<file path="src/rtl/merge_stage_pkg.sv">
// rtl/merge_stage_pkg.sv - shared defaults and state encoding for the merge stage
package merge_stage_pkg;

  localparam int DW_DEFAULT   = 8;
  localparam int HALF_DEFAULT = 16;

  typedef enum logic [1:0] {
    IDLE  = 2'd0,
    MERGE = 2'd1,
    DONE  = 2'd2
  } state_t;

endpackage

</file>
<file path="src/rtl/half_buffer.sv">
// rtl/half_buffer.sv - one sorted half: single write port, asynchronous read port
module half_buffer #(
  parameter int DW    = 8,
  parameter int DEPTH = 16,
  parameter int AW    = 4
) (
  input  logic          clk,
  input  logic          wr_en,
  input  logic [AW-1:0] wr_addr,
  input  logic [DW-1:0] wr_data,
  input  logic [AW-1:0] rd_addr,
  output logic [DW-1:0] rd_data
);

  logic [DW-1:0] mem [DEPTH];

  // Contents deliberately survive reset so a merge can be replayed.
  always_ff @(posedge clk) begin
    if (wr_en) mem[wr_addr] <= wr_data;
  end

  assign rd_data = mem[rd_addr];

endmodule

</file>
<file path="src/rtl/merge_stage.sv">
// rtl/merge_stage.sv - streams the stable merge of two sorted 16-element halves
module merge_stage
  import merge_stage_pkg::*;
#(
  parameter int DW   = DW_DEFAULT,
  parameter int HALF = HALF_DEFAULT
) (
  input  logic          clk,
  input  logic          rst_n,
  input  logic          wr_en,
  input  logic          wr_sel,
  input  logic [3:0]    wr_addr,
  input  logic [DW-1:0] wr_data,
  input  logic          start,
  output logic          busy,
  output logic          done,
  output logic          out_valid,
  input  logic          out_ready,
  output logic [DW-1:0] out_data,
  output logic [4:0]    out_index
);

  state_t        state, state_nx;
  logic [4:0]    li, ri, idx;
  logic [4:0]    li_nx, ri_nx, idx_nx;
  logic [DW-1:0] l_data, r_data;
  logic          wr_ok, l_empty, r_empty, take_left;

  // Loads are only accepted in IDLE; a load coincident with start lands
  // on the same edge that enters MERGE, so the first read already sees it.
  assign wr_ok = wr_en && (state == IDLE);

  half_buffer #(.DW(DW), .DEPTH(HALF), .AW(4)) u_left (
    .clk     (clk),
    .wr_en   (wr_ok && !wr_sel),
    .wr_addr (wr_addr),
    .wr_data (wr_data),
    .rd_addr (li[3:0]),
    .rd_data (l_data)
  );

  half_buffer #(.DW(DW), .DEPTH(HALF), .AW(4)) u_right (
    .clk     (clk),
    .wr_en   (wr_ok && wr_sel),
    .wr_addr (wr_addr),
    .wr_data (wr_data),
    .rd_addr (ri[3:0]),
    .rd_data (r_data)
  );

  assign l_empty   = (li == 5'(HALF));
  assign r_empty   = (ri == 5'(HALF));
  // Ties favour left, which keeps the merge stable.
  assign take_left = r_empty || (!l_empty && (l_data <= r_data));

  assign busy      = (state != IDLE);
  assign done      = (state == DONE);
  assign out_valid = (state == MERGE);
  assign out_data  = take_left ? l_data : r_data;
  assign out_index = idx;

  always_ff @(posedge clk or negedge rst_n) begin
    if (!rst_n) begin
      state <= IDLE;
      li    <= '0;
      ri    <= '0;
      idx   <= '0;
    end else begin
      state <= state_nx;
      li    <= li_nx;
      ri    <= ri_nx;
      idx   <= idx_nx;
    end
  end

  always_comb begin
    state_nx = state;
    li_nx    = li;
    ri_nx    = ri;
    idx_nx   = idx;
    case (state)
      IDLE: begin
        if (start) begin
          state_nx = MERGE;
          li_nx    = '0;
          ri_nx    = '0;
          idx_nx   = '0;
        end
      end
      MERGE: begin
        if (out_ready) begin
          if (take_left) li_nx = l_empty ? li : li + 5'd1;
          else           ri_nx = r_empty ? ri : ri + 5'd1;
          idx_nx = idx + 5'd1;
          if (idx == 5'(2*HALF-1)) state_nx = DONE;
        end
      end
      DONE:    state_nx = IDLE;
      default: state_nx = IDLE;
    endcase
  end

endmodule

</file>
<file path="config.mk">
export PLATFORM = sky130hd
export DESIGN_NAME = merge_stage
export DESIGN_NICKNAME = d
export VERILOG_FILES = /design/src/rtl/merge_stage_pkg.sv /design/src/rtl/half_buffer.sv /design/src/rtl/merge_stage.sv
export SDC_FILE = /design/constraint.sdc
export NUM_CORES = 1
export LEC_CHECK = 0
export ABC_AREA = 0
export BUFFER_PORTS_ARGS = -buffer_cell sky130_fd_sc_hd__clkbuf_2
export CAP_MARGIN = 40
export CORE_ASPECT_RATIO = 1.5
export CORE_UTILIZATION = 50
export DETAILED_ROUTE_END_ITERATION = 8
export PLACE_DENSITY = 0.65
export REMOVE_ABC_BUFFERS = 1
export SLEW_MARGIN = 40
export SYNTH_ARGS = -nofsm -noshare
export SYNTH_HDL_FRONTEND = slang
export SYNTH_HIERARCHICAL = 1
export SYNTH_SLANG_ARGS = --single-unit
</file>
<file path="constraint.sdc">
create_clock -name clk -period 5.7 [get_ports clk]
set_clock_uncertainty 0.2 [all_clocks]
set_input_delay 1.14 -clock clk [delete_from_list [all_inputs] [get_ports clk]]
set_output_delay 1.14 -clock clk [all_outputs]
set_load 0.02 [all_outputs]
</file>
# After elaboration in Yosys (flattened, before gate mapping)
# Memories as Yosys holds them, arrays and structs flattened.
# Cells that the tools add are included.
[totals]
in_bits = 18
ram_bits = 256
memories = 2
out_inout_bits = 16
regBits = 17
elab_cells = 56
[mem_list]
columns = ["name", "words", "width", "rd", "rd_ports_with_merged_regs", "write_ports", "line", "text"]
rows = [
  ["u_left.mem", 16, 8, 1, 0, 1, "half_buffer.sv:15", "logic [DW-1:0] mem [DEPTH];"],
  ["u_right.mem", 16, 8, 1, 0, 1, "half_buffer.sv:15", ""],
]
[classes]
add_sub_neg = 3
n_lt_le_gt_ge = 1
n_reduce_logical = 14
n_eq_ne = 12
n_mux = 20
[ops]
columns = ["operator", "n"]
rows = [
  ["5-bit 2-to-1 mux", 8],
  ["5-bit case mux with 2 select lines", 3],
  ["5-bit by 1-bit adder with 5-bit output (second input constant)", 3],
  ["5-bit equality test (second input constant)", 3],
  ["5-bit AND reduction", 2],
  ["8-bit <= comparator", 1],
  ["8-bit 2-to-1 mux", 1],
  ["2-bit inequality test (second input constant)", 4],
  ["2-bit 2-to-1 mux", 3],
  ["2-bit by 1-bit inequality test with 1-bit output (second input constant)", 3],
  ["3-bit AND reduction", 2],
  ["1-bit logical AND", 4],
  ["1-bit 2-to-1 mux", 4],
  ["2-bit case mux with 2 select lines", 1],
  ["2-bit nonzero test", 2],
  ["2-bit by 1-bit equality test with 1-bit output (second input constant)", 1],
  ["2-bit equality test (second input constant)", 1],
  ["1-bit logical NOT", 2],
  ["2-bit logical NOT", 1],
  ["1-bit logical OR", 1],
]

# Depth between registers and ports, before layout
[logic_depth]
depth_word = 7
ltp_mapped = 14

# Modules after synthesis
# The synthesis kept the hierarchy.
[by_module_without_submodules]
columns = ["mod", "area_each_um2", "seq_area_each_um2", "cells_each", "instances"]
rows = [
  ["half_buffer", 4987.3, 3843.7, 221, 2],
  ["merge_stage", 1288.7, 425.4, 138, 1],
]

# Least setup slack after synthesis
# OpenSTA, ideal clock, no wires.
[synth_path]
kind = "reg2out"
from = "register li[0]"
to = "output out_data[1]"
path_stages_with_launch = 13
path_buffers = 3
arrival_time_ns = 3.181
required_time_ns = 4.360
slack_ns = 1.179
cell_sequence = "dfrtp_1 > buf_6 > buf_4 > mux4_2 > a22oi_1 > nand2_1 > ha_1 > and4_1 > o2111ai_1 > a31oi_4 > o21ai_2 > buf_2 > o21ai_0"
[synth_via]
elab_chain_cells = 5
word_cells_on_any_way = 7
[synth_lines]
columns = ["item", "line", "text"]
rows = [
  ["start, declared", "merge_stage.sv:24", "logic [4:0] li, ri, idx;"],
  ["start signal, assigned", "merge_stage.sv:70", "li <= li_nx;"],
  ["memory read 16 x 8 bit", "n/a", ""],
  ["via l_data[6]", "merge_stage.sv:26", "logic [DW-1:0] l_data, r_data;"],
  ["8-bit <= comparator", "merge_stage.sv:54", "assign take_left = r_empty || (!l_empty && (l_data <= r_data));"],
  ["1-bit logical AND", "merge_stage.sv:54", ""],
  ["1-bit logical OR", "merge_stage.sv:54", ""],
  ["8-bit 2-to-1 mux", "merge_stage.sv:59", "assign out_data = take_left ? l_data : r_data;"],
  ["end, declared", "merge_stage.sv:19", "output logic [DW-1:0] out_data,"],
]
# The timed path passes the listed nets, and every way through them passes these cells.

# Final worst setup path
[layout_path]
from = "register ri[0]"
to = "output out_data[0]"
[layout_via]
elab_chain_cells = 5
word_cells_on_any_way = 6
[layout_lines]
columns = ["item", "line", "text"]
rows = [
  ["start, declared", "merge_stage.sv:24", ""],
  ["start signal, assigned", "merge_stage.sv:71", "ri <= ri_nx;"],
  ["memory read 16 x 8 bit", "n/a", ""],
  ["via r_data[5]", "merge_stage.sv:26", ""],
  ["8-bit <= comparator", "merge_stage.sv:54", ""],
  ["1-bit logical AND", "merge_stage.sv:54", ""],
  ["1-bit logical OR", "merge_stage.sv:54", ""],
  ["8-bit 2-to-1 mux", "merge_stage.sv:59", ""],
]
# The timed path passes the listed nets, and every way through them passes these cells.

==> impl_metrics.tcl <==
set metrics [dict create \
    yosysTopAreaCell "edfxtp_1" \
    final_critical_path_share_of_the_clock_period_pct 96.3 \
    vias 5531 \
    io_buffers 33 \
    timing.critical_path.to_type "output pin" \
    tritoncts "done" \
    first_iter_violations 381 \
    unrepaired_setup_endpoints_after_global_routing "false" \
    timing.final.max_slew_violations 0 \
    synth_warnings 6 \
    grt_util_all_layers_pct 20.3 \
    relSlewSlack_pct 44.5 \
    clk-insertion-delay-late_ns 0.51 \
    timing.critical_path.from_type "flip-flop" \
    gpl.final_weighted_congestion 0.859 \
    critical-path-max-stage-delay_ns 0.59 \
    asyncSetResetFlopFracSynth_pct 6.23 \
    synthDominantCellAreaShare_pct 68.3 \
    post_synth_inst_count 580 \
    wl_per_cell_um 24.8 \
    setup_viol 0 \
    yosysSeqAreaShare_pct 72.0 \
    hold-path-cell-count 1 \
    final_layout_size_suffix_gt1_share_pct 21.7 \
    total_die_area_sq_um 23100 \
    pre_antenna_drt_iters 5 \
    cp_num_buf_inv 3 \
    synth_area_sq_um 11300 \
    antenna_violations_before_repair 0 \
    pwr_density_cell_nw_per_um2 484 \
    ordered_cell_list_for_the_critical_path "buf_12 -> mux4_1 -> a22oi_1 -> nand2_1 -> inv_1 -> ha_1 -> and4_1 -> a21oi_1 -> a31oi_4 -> o21ai_4 -> mux2_4 -> clkbuf_2" \
    required_ns 4.36 \
    timing.hold.worst.class "reg -> reg" \
    grt_start_max_net_pins 38 \
    cts-hold-fix-buffers 0 \
    syn_area_per_cell_sq_um 19.4 \
    root_buffer "clkbuf_16" \
    clock.fmax_mhz 182 \
    place.detailed.hpwl_mm 15.2 \
    die_w_um 125 \
    grt_remaining_overflow 0 \
    num_rows 66 \
    crit_fanout 15 \
    vdd.ir_drop.worst_mv 0.363 \
    detail_route.vias_per_cell 6.03 \
    n_antenna_cell 0 \
    post-synth-top-count-cell "edfxtp_1" \
    cp.arrival_ns 4.15 \
    num_io_pins 34 \
    critical_path_cell_count 12 \
    worst_slew_pin_slew_ns 0.829 \
    ys_dominant_reg_cell "edfxtp_1" \
    cpLargestDelayFamily "compound AO/OA/AOI/OAI gates" \
    postRouteWirelength_mm 22.7 \
    min_from "ri[4]" \
    ant_nets 0 \
    synth.ff_latch_count 273 \
    numCtsBuffers 24 \
    timing.reg2reg.setup_slack_ns 1.73 \
    clkSinkCount 273 \
    regToRegStartpoint "ri[0]" \
    count_of_cell_types_in_the_netlist 50 \
    startpoint "ri[0]" \
    run_status "completed" \
    remaining_drc_errors 0 \
    leakage_nw 4.18 \
    clockBufferDepth 3 \
    postLayoutCoreUtil_pct 57.1 \
    hold_violations 0 \
    final_min_period_ns 5.49 \
    core_region_area_sq_um 21900 \
    cts.reportedPaths.clkPinSlew_ns 0.06 \
    whs_endpoint "ri[4]" \
    worst_r2r_endpoint "ri[3]" \
    nets 664 \
    synth-edff-count 256 \
    initial_utilization_pct 51.5 \
    worstRegToRegCells 11 \
    ctsHtreeMaxLevel 1 \
    critical_path_class "reg -> out" \
    drv_cap 0 \
    critPathSlowestCell "dfrtp_4" \
    synth_commonest_cells "edfxtp_1, nand2_1, mux4_2" \
    post_synth_main_area_contributors "edfxtp_1, mux4_2, mux4_1" \
    chipHeight_um 186 \
    number_of_global_route_vias_before_repair 5724 \
    grt_first_pass_wirelength_mm 34.9 \
    finalSetupTns_ns 0 \
    area.growth.synth_to_final_pct 10.9 \
]
cells in the final DEF (no fill, tap or decap), types with 15 or more instances in the layout:
cell / netlist / layout
edfxtp_1: 256 / 256
nand2_1: 41 / 41
mux4_2: 36 / 36
clkbuf_2: 0 / 33
a22oi_1: 32 / 32
mux4_1: 28 / 28
nor2_1: 33 / 25
clkbuf_16: 0 / 25
dfrtp_1: 17 / 15
report_power, final:
| group | leakage [nW] | switching, W | internal [W] |
|---|---|---|---|
| Combinational | 1.32 | 0.00130 | 0.000913 |
| Clock | 0.348 | 0.000658 | 0.000842 |
| Sequential | 2.51 | 0.0000919 | 0.00225 |
sequential cells by signal, indices dropped and copies added (netlist names):
name / cells
u_left/mem: 128
u_right/mem: 128
li: 5
out_index: 5
ri: 5
state: 2
worst max-delay path by stage:
stage | slack (ns) | to
6_report | 0.21 | out_data[0]
5_1_grt | 0.03 | out_data[0]
2_1_floorplan | 0.29 | out_data[0]
4_1_cts | 0.1 | out_data[0]
3_3_place_gp | 0.36 | out_data[0]
3_5_place_dp | 0.32 | out_data[0]
cells by family after synthesis:
group                    count (synthesis)  share of synthesized area [%]
AO/OA/AOI/OAI                           60                           4.32
XOR/XNOR                                 4                          0.311
adder cells (fa/ha/maj)                 14                           1.56
buffers and inverters                   39                           2.27
flip-flops                             273                           72.0
multiplexers                            69                           14.2
AND/OR/NAND/NOR                        121                           5.30
cell type report:
cell class                      count  area [sq um]
Clock buffer                       31           648
Multi-Input combinational cell    269          2940
Sequential cell                   273          8120
Inverter                           14          52.6
Clock inverter                      8          65.1
Timing Repair Buffer               50           328
Fill cell                        1616          9390
Tap cell                          272           340
metrics by stage:
stage	total power [W]	std cells	setup WS [ns]	hold slack, ns	area (sq um)
finish	0.00605	917	0.210	0.295	12500
global route	0.00635	917	0.0312	0.299	12500
CTS	0.00609	915	0.0989	0.300	12500
detailed placement	0.00453	875	0.318	0.291	11700
global placement	0.00452	874	0.355	0.278	11700
floorplan	0.00383	555	0.290	0.240	11100
routing by layer:
layer | GRT usage, % | share of wire (%)
met3 | 2.67 | 3.9
met4 | 6.94 | 2.5
met1 | 25.6 | 40
met2 | 36.4 | 53
met5 | 0 | 0
worst register-to-register path: stages (launching register included):
cell and delay (ns):
dfrtp_4 0.59, buf_4 0.23, mux4_1 0.58, a22oi_1 0.31, nand2_1 0.21, ha_1 0.33, and4_1 0.18, and2_1 0.18
a31oi_4 0.35, o21ai_4 0.18, nor3_1 0.27, mux2i_1 0.26
what timing repair did:
item                       in CTS  in global routing
gates cloned                    1                  0
setup buffers                   0                  0
setup endpoints to repair       8                  5
gates resized for setup         1                  2
pin swaps                       1                  0
hold endpoints to repair        0                  0
Note: power is estimated with default switching activity, not from simulation.
